<file path="src/rtl/tft_cmd_sequencer.sv">
`default_nettype none
// ============================================================================
// Module   : tft_cmd_sequencer
// Purpose  : Drives the panel hardware reset, issues the init command list,
//            then per frame programs the full-screen window and streams
//            RGB565 pixels (high byte first) through the byte-level SPI
//            engine, one byte outstanding at a time.
// Options  : TFT_SEQ_MADCTL_EN - adds MADCTL (0x36, MADCTL_VAL) to init list.
// Revision : 1.0 - initial release
// ============================================================================
module tft_cmd_sequencer #(
  parameter int         WIDTH        = 240,
  parameter int         HEIGHT       = 320,
  parameter int         RST_LOW_CYC  = 16,
  parameter int         RST_WAIT_CYC = 64,   // must be >= 2
  parameter int         SLP_WAIT_CYC = 64,
  parameter logic [7:0] MADCTL_VAL   = 8'h00
) (
  input  logic        clk,
  input  logic        rst,
  output logic        spi_start,
  output logic [7:0]  spi_data,
  output logic        spi_dc,
  input  logic        spi_done,
  output logic        lcd_rst_n,
  output logic        init_done,
  input  logic        frame_req,
  output logic        busy,
  input  logic [15:0] pix_data,
  input  logic        pix_valid,
  output logic        pix_ready,
  output logic        frame_done
);

  localparam int NPIX    = WIDTH * HEIGHT;
  localparam int PIX_W   = (NPIX > 1) ? $clog2(NPIX) : 1;
  localparam int MAX_A   = (RST_LOW_CYC > RST_WAIT_CYC) ? RST_LOW_CYC : RST_WAIT_CYC;
  localparam int MAX_DLY = (MAX_A > SLP_WAIT_CYC) ? MAX_A : SLP_WAIT_CYC;
  localparam int DLY_W   = (MAX_DLY > 1) ? $clog2(MAX_DLY) : 1;

  localparam logic [DLY_W-1:0] RST_LOW_LAST  = DLY_W'(RST_LOW_CYC - 1);
  localparam logic [DLY_W-1:0] RST_WAIT_LAST = DLY_W'(RST_WAIT_CYC - 1);
  localparam logic [DLY_W-1:0] SLP_LAST      = DLY_W'(SLP_WAIT_CYC - 1);
  localparam logic [PIX_W-1:0] PIX_LAST      = PIX_W'(NPIX - 1);

`ifdef TFT_SEQ_MADCTL_EN
  localparam int INIT_LEN = 7;
`else
  localparam int INIT_LEN = 5;
`endif
  localparam logic [3:0]  INIT_LAST   = 4'(INIT_LEN - 1);
  localparam logic [3:0]  HDR_LAST    = 4'd10;
  localparam logic [3:0]  IDX_SWRESET = 4'd0;
  localparam logic [3:0]  IDX_SLPOUT  = 4'd1;
  localparam logic [15:0] W_LAST      = 16'(WIDTH - 1);
  localparam logic [15:0] H_LAST      = 16'(HEIGHT - 1);

  typedef enum logic [3:0] {
    S_RST_LOW, S_RST_WAIT, S_INIT_SEND, S_INIT_WAIT, S_INIT_DLY, S_READY,
    S_HDR_SEND, S_HDR_WAIT, S_PIX_ACCEPT, S_PIX_HI_WAIT, S_PIX_LO_SEND,
    S_PIX_LO_WAIT
  } state_t;

  state_t           state;
  logic [DLY_W-1:0] dly;
  logic [3:0]       idx;
  logic [PIX_W-1:0] pix_cnt;
  logic             last_pix;
  logic [7:0]       lo_byte;
  logic [7:0]       init_byte;
  logic             init_dc;
  logic [7:0]       hdr_byte;
  logic             hdr_dc;

`ifndef TFT_SEQ_MADCTL_EN
  // MADCTL_VAL has no effect in this build; fold it into a deliberately unused net.
  logic unused_madctl;
  assign unused_madctl = ^MADCTL_VAL;
`endif

  // Init command list ROM: byte and dc flag for the current list index.
  always_comb begin
    init_byte = 8'h00;
    init_dc   = 1'b0;
    case (idx)
      4'd0: init_byte = 8'h01;                       // SWRESET
      4'd1: init_byte = 8'h11;                       // SLPOUT
      4'd2: init_byte = 8'h3A;                       // COLMOD
      4'd3: begin init_byte = 8'h55; init_dc = 1'b1; end
`ifdef TFT_SEQ_MADCTL_EN
      4'd4: init_byte = 8'h36;                       // MADCTL
      4'd5: begin init_byte = MADCTL_VAL; init_dc = 1'b1; end
      4'd6: init_byte = 8'h29;                       // DISPON
`else
      4'd4: init_byte = 8'h29;                       // DISPON
`endif
      default: ;
    endcase
  end

  // Frame header ROM: full-screen CASET/RASET window followed by RAMWR.
  always_comb begin
    hdr_byte = 8'h00;
    hdr_dc   = 1'b1;
    case (idx)
      4'd0:    begin hdr_byte = 8'h2A; hdr_dc = 1'b0; end
      4'd3:    hdr_byte = W_LAST[15:8];
      4'd4:    hdr_byte = W_LAST[7:0];
      4'd5:    begin hdr_byte = 8'h2B; hdr_dc = 1'b0; end
      4'd8:    hdr_byte = H_LAST[15:8];
      4'd9:    hdr_byte = H_LAST[7:0];
      4'd10:   begin hdr_byte = 8'h2C; hdr_dc = 1'b0; end
      default: ;
    endcase
  end

  // Sequencer FSM with registered engine/panel outputs; one byte in flight.
  always_ff @(posedge clk or posedge rst) begin
    if (rst) begin
      state      <= S_RST_LOW;
      dly        <= '0;
      idx        <= '0;
      pix_cnt    <= '0;
      last_pix   <= 1'b0;
      lo_byte    <= 8'h00;
      spi_start  <= 1'b0;
      spi_data   <= 8'h00;
      spi_dc     <= 1'b0;
      lcd_rst_n  <= 1'b0;
      init_done  <= 1'b0;
      busy       <= 1'b1;
      pix_ready  <= 1'b0;
      frame_done <= 1'b0;
    end else begin
      spi_start  <= 1'b0;
      frame_done <= 1'b0;
      case (state)
        S_RST_LOW: begin
          if (dly == RST_LOW_LAST) begin
            lcd_rst_n <= 1'b1;
            // Start at 1: the INIT_SEND cycle completes the post-reset wait.
            dly       <= DLY_W'(1);
            state     <= S_RST_WAIT;
          end else begin
            dly <= dly + 1'b1;
          end
        end
        S_RST_WAIT: begin
          if (dly == RST_WAIT_LAST) begin
            dly   <= '0;
            idx   <= '0;
            state <= S_INIT_SEND;
          end else begin
            dly <= dly + 1'b1;
          end
        end
        S_INIT_SEND: begin
          spi_start <= 1'b1;
          spi_data  <= init_byte;
          spi_dc    <= init_dc;
          state     <= S_INIT_WAIT;
        end
        S_INIT_WAIT: begin
          if (spi_done) begin
            if (idx == INIT_LAST) begin
              init_done <= 1'b1;
              busy      <= 1'b0;
              state     <= S_READY;
            end else begin
              idx <= idx + 1'b1;
              if (idx == IDX_SWRESET || idx == IDX_SLPOUT) begin
                dly   <= '0;
                state <= S_INIT_DLY;
              end else begin
                state <= S_INIT_SEND;
              end
            end
          end
        end
        S_INIT_DLY: begin
          if (dly == SLP_LAST) begin
            dly   <= '0;
            state <= S_INIT_SEND;
          end else begin
            dly <= dly + 1'b1;
          end
        end
        S_READY: begin
          pix_cnt  <= '0;
          last_pix <= 1'b0;
          if (frame_req) begin
            idx   <= '0;
            busy  <= 1'b1;
            state <= S_HDR_SEND;
          end
        end
        S_HDR_SEND: begin
          spi_start <= 1'b1;
          spi_data  <= hdr_byte;
          spi_dc    <= hdr_dc;
          state     <= S_HDR_WAIT;
        end
        S_HDR_WAIT: begin
          if (spi_done) begin
            if (idx == HDR_LAST) begin
              pix_ready <= 1'b1;
              state     <= S_PIX_ACCEPT;
            end else begin
              idx   <= idx + 1'b1;
              state <= S_HDR_SEND;
            end
          end
        end
        S_PIX_ACCEPT: begin
          if (pix_valid) begin
            spi_start <= 1'b1;
            spi_data  <= pix_data[15:8];
            spi_dc    <= 1'b1;
            lo_byte   <= pix_data[7:0];
            pix_ready <= 1'b0;
            last_pix  <= (pix_cnt == PIX_LAST);
            if (pix_cnt != PIX_LAST) pix_cnt <= pix_cnt + 1'b1;
            state     <= S_PIX_HI_WAIT;
          end
        end
        S_PIX_HI_WAIT: begin
          if (spi_done) state <= S_PIX_LO_SEND;
        end
        S_PIX_LO_SEND: begin
          spi_start <= 1'b1;
          spi_data  <= lo_byte;
          spi_dc    <= 1'b1;
          state     <= S_PIX_LO_WAIT;
        end
        S_PIX_LO_WAIT: begin
          if (spi_done) begin
            if (last_pix) begin
              frame_done <= 1'b1;
              busy       <= 1'b0;
              state      <= S_READY;
            end else begin
              pix_ready <= 1'b1;
              state     <= S_PIX_ACCEPT;
            end
          end
        end
        default: state <= S_RST_LOW;
      endcase
    end
  end

endmodule
`default_nettype wire

</file>
<file path="config.mk">
export PLATFORM = sky130hd
export DESIGN_NAME = tft_cmd_sequencer
export DESIGN_NICKNAME = d
export VERILOG_FILES = /design/src/rtl/tft_cmd_sequencer.sv
export SDC_FILE = /design/constraint.sdc
export NUM_CORES = 1
export LEC_CHECK = 0
export CORE_MARGIN = 2
export CORE_UTILIZATION = 40
export CTS_CLUSTER_SIZE = 24
export DETAILED_ROUTE_END_ITERATION = 16
export GPL_ROUTABILITY_DRIVEN = 0
export SLEW_MARGIN = 10
export SYNTH_ARGS = -nofsm -noshare
export SYNTH_HDL_FRONTEND = slang
export SYNTH_SLANG_ARGS = --single-unit
</file>
<file path="constraint.sdc">
create_clock -name clk -period 5.88 [get_ports clk]
set_input_delay 1.176 -clock clk [delete_from_list [all_inputs] [get_ports clk]]
set_output_delay 1.176 -clock clk [all_outputs]
set_load 0.01 [all_outputs]
</file>
==> qor.yml, run 1 <==
clock_network:
  insertion_delay_ns: 0.33
  ctsResizeCount: 0
  htreeDepth: 2
  clockRootBuffer: "clkbuf_8"
  cts_sinks: 55
  cts_tree: "yes"
  clock_path_buffers: 2
  post_cts_buffers: 0
  cts_hold_buffers: 0
  cts.clk_slew.worst_paths_ns: 0.10
  numCtsBuffers: 5
cells_and_area:
  final_area_um2: 3870
  utilization_pct: 47.3
  nets: 410
  antenna_cells: 0
  drive_above_1_share_pct: 9.90
  area_delta_synth_final_pct: 15.0
  final_cell_count_no_fill: 489
worst_hold_path:
  whs_path_depth: 1
  hp-class: "reg -> reg"
  min_to: "lcd_rst_n"
  min-delay-start: "lcd_rst_n"
timing:
  worst_slack_ns: 2.91
  finalSetupViolCount: 0
  post-route-period-util_pct: 50.4
  worst_pin_slew_ns: 0.931
  setup_tns_ns: 0
  drv_slew: 0
  fmax_mhz: 337
  maxSlewHeadroom_pct: 37.8
  post-route-min-period_ns: 2.97
  hold_viol_final: 0
  holdWs_ns: 0.470
  fin_skew_ns: 0.0165
  rsz0062_at_grt: "false"
power_and_ir_drop:
  p_leak_nw: 1.60
  clkPwrFrac_pct: 16.6
  pwr_density_cell_nw_per_um2: 411
  seqPwrFrac_pct: 39.8
  p_total_mw: 1.59
  peakVddDrop_v: 0.000200
  combPwrFrac_pct: 43.6
  internal-power_mw: 0.914
  swShare_pct: 42.5
  power.switching_mw: 0.677
logic_synthesis:
  seq_area_frac_synth_pct: 40.9
  syn_area_um2: 3360
  syn_avg_cell_area_um2: 9.42
  yosys.area_share.simple_pct: 22.5
  synth_edf_count: 0
  synth_top_family_by_area: "simple AND/OR/NAND/NOR gates"
  syn_inst: 357
  synth_fa_ha_area_share_pct: 2.23
  synthXorXnorAreaFrac_pct: 2.34
  async_flop_share_pct: 100
  syn_nets: 384
  synthFlopType: "dfrtp_1"
  synth_cell_type_count: 68
  synthMuxAreaShare_pct: 5.73
  synth-seq-cells: 55
  synth_compound_area_share_pct: 21.5
  ys_warn_count: 0
floorplan:
  start_util_pct: 41.2
  die_w_um: 95.7
  die_h_um: 95.7
  rows: 33
  core_area_um2: 8180
  pin_count: 36
  dieArea_um2: 9160
routing:
  initialDrtViolationCount: 195
  dr.pass1.iters: 4
  ant_nets: 0
  route.detailed.wl_per_inst_um: 15.8
  via_per_inst: 5.75
  routed_wl_um: 7720
  drc: 0
  vias: 2813
placed_design:
  dp.cells: 481
  place_area_um2: 3750
  io_buffer_count: 35
  dp_slack_ns: 2.58
  place_hpwl_um: 5460
critical_path:
  critPathKind: "in -> reg"
  crit_chain: "clkdlybuf4s50_1 -> a21oi_1 -> a211oi_2 -> o21ai_0 -> o22ai_1"
  crit_required_ns: 6.12
  crit_family: "compound AO/OA/AOI/OAI gates"
  reg2reg_to: "spi_data[3]"
  crit_buf_inv: 1
  start_kind: "input pin"
  cp_slowest_stage_delay_ns: 0.81
  r2r_start: "state[1]"
  slowest_stage: "a211oi_2"
  arrival_ns: 3.21
  rrSetupSlack_ns: 3.28
  rr_worst_depth: 5
  end_kind: "flop"
  path_max_fanout: 16
global_routing:
  grt_usage_pct: 17.7
  antenna_found_initial: 0
  grt_max_degree: 56
  grt_pass1_vias: 2742
  grt_pass1_wl_um: 12900
  overflow: 0
run:
  max_cap_violations: 0
status:
  status: "completed"
==> logic make-up (layout without fill, tap and decap cells) <==
group / after synthesis / in the layout
xor+xnor: 9 / 9
fa+ha+maj: 6 / 6
simple gates: 137 / 137
compound gates: 100 / 100
flops: 55 / 55
buf+inv: 32 / 59
mux: 18 / 18
==> state kept, by name, indices dropped and copies added (netlist names) <==
| signal | count |
|---|---|
| last_pix | 1 |
| pix_ready | 1 |
| idx | 4 |
| frame_done | 1 |
| lo_byte | 8 |
| spi_dc | 1 |
| state | 4 |
| spi_data | 8 |
| pix_cnt | 17 |
| busy | 1 |
| lcd_rst_n | 1 |
| init_done | 1 |
| dly | 6 |
| spi_start | 1 |
==> layer usage <==
layer,GRT usage [%],vias up,share of wire (%)
met1,23.6,1369,46
met2,30.0,58,50
li1,-,1374,-
met3,3.13,12,2.8
met4,4.64,0,1.4
met5,0,-,0
==> placed cells by master, fill, tap and decap left out, types with 4 or more instances in the layout <==
cell             instances
a21oi_1                 17
a21oi_2                  4
and3_1                   4
clkbuf_8                 5
clkdlybuf4s50_1         35
dfrtp_1                 54
ha_1                     6
inv_1                   13
mux2_2                  10
mux2i_1                  8
nand2_1                 29
nand2b_1                10
nand3_1                 17
nand3b_1                 6
nand4_1                  6
nor2_1                  23
nor2b_1                  4
nor3_1                   6
nor3b_1                  5
o211ai_1                 6
o21ai_0                 24
o22ai_1                  5
o31ai_1                  5
or3_1                    5
or4_1                    7
xor2_1                   7
==> cell type report <==
cell class | instances | area, um^2
clock buffer | 5 | 68.8
clock inverter | 3 | 46.3
fill | 810 | 4310
inverter | 14 | 52.6
multi-input combinational | 270 | 1830
sequential | 55 | 1380
tap | 105 | 131
timing repair buffer | 37 | 365
==> cell usage after synthesis (all sizes together), types with 2 or more instances <==
| master | count | area, um^2 |
|---|---|---|
| a211oi | 2 | 20.0 |
| a21o | 4 | 37.5 |
| a21oi | 21 | 120 |
| a311oi | 2 | 17.5 |
| a31oi | 3 | 18.8 |
| a41oi | 2 | 17.5 |
| and3 | 4 | 25.0 |
| and3b | 2 | 17.5 |
| buf | 14 | 91.3 |
| clkbuf | 4 | 15.0 |
| dfrtp | 54 | 1350 |
| ha | 6 | 75.1 |
| inv | 14 | 52.6 |
| mux2 | 10 | 113 |
| mux2i | 8 | 80.1 |
| nand2 | 29 | 109 |
| nand2b | 10 | 62.6 |
| nand3 | 17 | 85.1 |
| nand3b | 6 | 45.0 |
| nand4 | 6 | 37.5 |
| nor2 | 24 | 92.6 |
| nor2b | 4 | 25.0 |
| nor3 | 6 | 30.0 |
| nor3b | 5 | 37.5 |
| nor4 | 4 | 40.0 |
| o211a | 2 | 20.0 |
| o211ai | 6 | 45.0 |
| o21ai | 27 | 146 |
| o21bai | 3 | 22.5 |
| o22a | 2 | 17.5 |
| o22ai | 5 | 31.3 |
| o31ai | 6 | 50.1 |
| o41ai | 3 | 26.3 |
| or3 | 5 | 31.3 |
| or4 | 7 | 52.6 |
| xnor2 | 2 | 17.5 |
| xor2 | 7 | 61.3 |
==> worst max path at each step <==
stage / slack, ns / end / cells after the start / from
after floorplan: 3.36 / dly[0] / 1 / rst
after global placement: 2.67 / dly[5] / 6 / spi_done
after detailed placement: 2.58 / spi_data[2] / 5 / pix_valid
after CTS: 2.91 / spi_data[2] / 5 / pix_valid
after global routing: 2.72 / spi_data[3] / 5 / pix_valid
final: 2.91 / spi_data[3] / 5 / pix_valid
==> power by group through the flow <==
stage	Combinational, mW	Sequential (mW)	Clock [mW]
2_1_floorplan	0.571	0.570	0
6_report	0.694	0.634	0.264
4_1_cts	0.697	0.631	0.272
3_5_place_dp	0.693	0.637	0
3_3_place_gp	0.685	0.635	0
5_1_grt	0.782	0.653	0.285
No activity file was read; power rests on OpenSTA's default activity.
==> run 2, diff against run 1 <==
==> constraint.sdc (replaced) <==
create_clock -name clk -period 3 [get_ports clk]
set_input_delay 0.6 -clock clk [delete_from_list [all_inputs] [get_ports clk]]
set_output_delay 0.6 -clock clk [all_outputs]
set_load 0.01 [all_outputs]
==> run 2 against run 1 <==
Design area up 0.32%. Non-clock buffer count increased by 4. Sequential cell count stayed put. Sequential power increased by 83%. Critical endpoint is now dly[5]. Utilization up 0.15 points. Clock power up 56%. Largest cell class unchanged. Via count shrank 1.4%.
==> qor.yml, run 2 (synthesis results as in run 1) <==
floorplan:
  rows: 33  # unchanged
  die_w_um: 95.7  # unchanged
  die_h_um: 95.7  # unchanged
  core_area_um2: 8180  # unchanged
  dieArea_um2: 9160  # unchanged
  start_util_pct: 41.2  # unchanged
  pin_count: 36  # unchanged
clock_network:
  numCtsBuffers: 5  # unchanged
  cts_hold_buffers: 0  # unchanged
  htreeDepth: 2  # unchanged
  ctsResizeCount: 0  # unchanged
  cts_sinks: 55  # unchanged
  cts.clk_slew.worst_paths_ns: 0.09  # about the same
  post_cts_buffers: 0  # unchanged
  insertion_delay_ns: 0.31  # -0.02 ns
  cts_tree: "yes"
  clockRootBuffer: "clkbuf_8"
  clock_path_buffers: 2  # unchanged
routing:
  dr.pass1.iters: 4  # unchanged
  ant_nets: 0  # unchanged
  route.detailed.wl_per_inst_um: 15.6  # -1.1%
  drc: 0  # unchanged
  initialDrtViolationCount: 166  # -15%
  vias: 2774  # -1.4%
  via_per_inst: 5.63  # -2.2%
  routed_wl_um: 7700  # -0.26%
cells_and_area:
  final_area_um2: 3880  # +0.32%
  layout_commonest_cell: "dfrtp_1"
  drive_above_1_share_pct: 10.6  # +0.67 points
  largest_reg_flops: 17  # unchanged
  mostFrequentLayoutCells: "dfrtp_1 (54), clkdlybuf4s50_1 (35), nand2_1 (29)"
  largest_register: "pix_cnt"
  nets: 414  # +0.98%
  reg_top3: "pix_cnt (17), lo_byte (8), spi_data (8)"
  antenna_cells: 0  # unchanged
  utilization_pct: 47.5  # +0.15 points
  area_delta_synth_final_pct: 15.4
critical_path:
  worstSetupStartpoint: "spi_done"
  start_kind: "input pin"
  r2r_start: "idx[1]"
  arrival_ns: 2.58  # -0.63 ns
  path_max_fanout: 10  # -6
  critPathKind: "in -> reg"
  end_kind: "flop"
  crit_required_ns: 3.23  # -2.89 ns
power_and_ir_drop:
  pwr_density_cell_nw_per_um2: 785  # +91%
  p_leak_nw: 1.61  # +0.72%
  peakVddDrop_v: 0.000327  # +64%
worst_hold_path:
  min-delay-start: "lcd_rst_n"
  hp-class: "reg -> reg"
global_routing:
  overflow: 0  # unchanged
  grt_max_degree: 31  # -45%
  grt_pass1_vias: 2688  # -2.0%
  grt_usage_pct: 17.9  # +0.16 points
  grt_pass1_wl_um: 13200  # +2.3%
  antenna_found_initial: 0  # unchanged
timing:
  post-route-period-util_pct: 78.4
  drv_slew: 0  # unchanged
  finalSetupViolCount: 0  # unchanged
  holdWs_ns: 0.461  # -0.00897 ns
  fmax_mhz: 425
  maxSlewHeadroom_pct: 56.2  # +18 points
  worst_pin_slew_ns: 0.652  # -0.279 ns
  worst_slack_ns: 0.649  # -2.27 ns
  hold_viol_final: 0  # unchanged
  setup_tns_ns: 0  # unchanged
  fin_skew_ns: 0.0170  # +0.000418 ns
  post-route-min-period_ns: 2.35
  rsz0062_at_grt: "false"
status:
  status: "completed"
placed_design:
  dp_slack_ns: 0.346  # -2.23 ns
  place_area_um2: 3800  # +1.1%
  place_hpwl_um: 5450  # -0.23%
  io_buffer_count: 35  # unchanged
run:
  max_cap_violations: 0  # unchanged
[run 2: path summary, 6_finish.rpt]
check,slack [ns],cells after the start,end
max,0.65,6,dly[5]
min,0.46,1,lcd_rst_n
max reg2reg,0.68,7,dly[5]
min reg2reg,0.46,1,lcd_rst_n
max in group asynchronous,1.78,3,lcd_rst_n
min in group asynchronous,0.64,2,lo_byte[1]
[run 2: power by group]
group / switching (mW) / internal [mW]
logic: 0.852 / 0.623
clock network: 0.248 / 0.164
registers: 0.218 / 0.943
total: 1.32 / 1.73
[run 2: stage by stage]
| step | std cells | total power [mW] |
|---|---|---|
| after floorplan | 357 | 2.24 |
| after global placement | 485 | 2.61 |
| after detailed placement | 485 | 2.64 |
| after CTS | 493 | 3.06 |
| after global routing | 493 | 3.31 |
| final | 493 | 3.05 |
[run 2: cell type report]
type                       instances  area (um^2)
clock buffer                       6         72.6
clock inverter                     2         12.5
fill                             800         4290
inverter                          14         52.6
multi-input combinational        270         1830
sequential                        55         1380
tap                              105          131
timing repair buffer              41          408
[run 2: layer usage]
layer	routed length (um)	up-vias	global-route usage, %	share of wire [%]
li1	-	1378	-	-
met1	3760	1359	26.1	49
met2	3750	32	29.0	49
met3	159	5	2.43	2.1
met4	34	0	2.62	0.44
met5	0	-	0	0
[run 2: critical path, cell delays in order]
cell and delay, ns:
clkdlybuf4s50_1 0.59, o21a_1 0.18, nand3_1 0.08, a221o_1 0.44, or4_1 0.53, a21oi_1 0.15
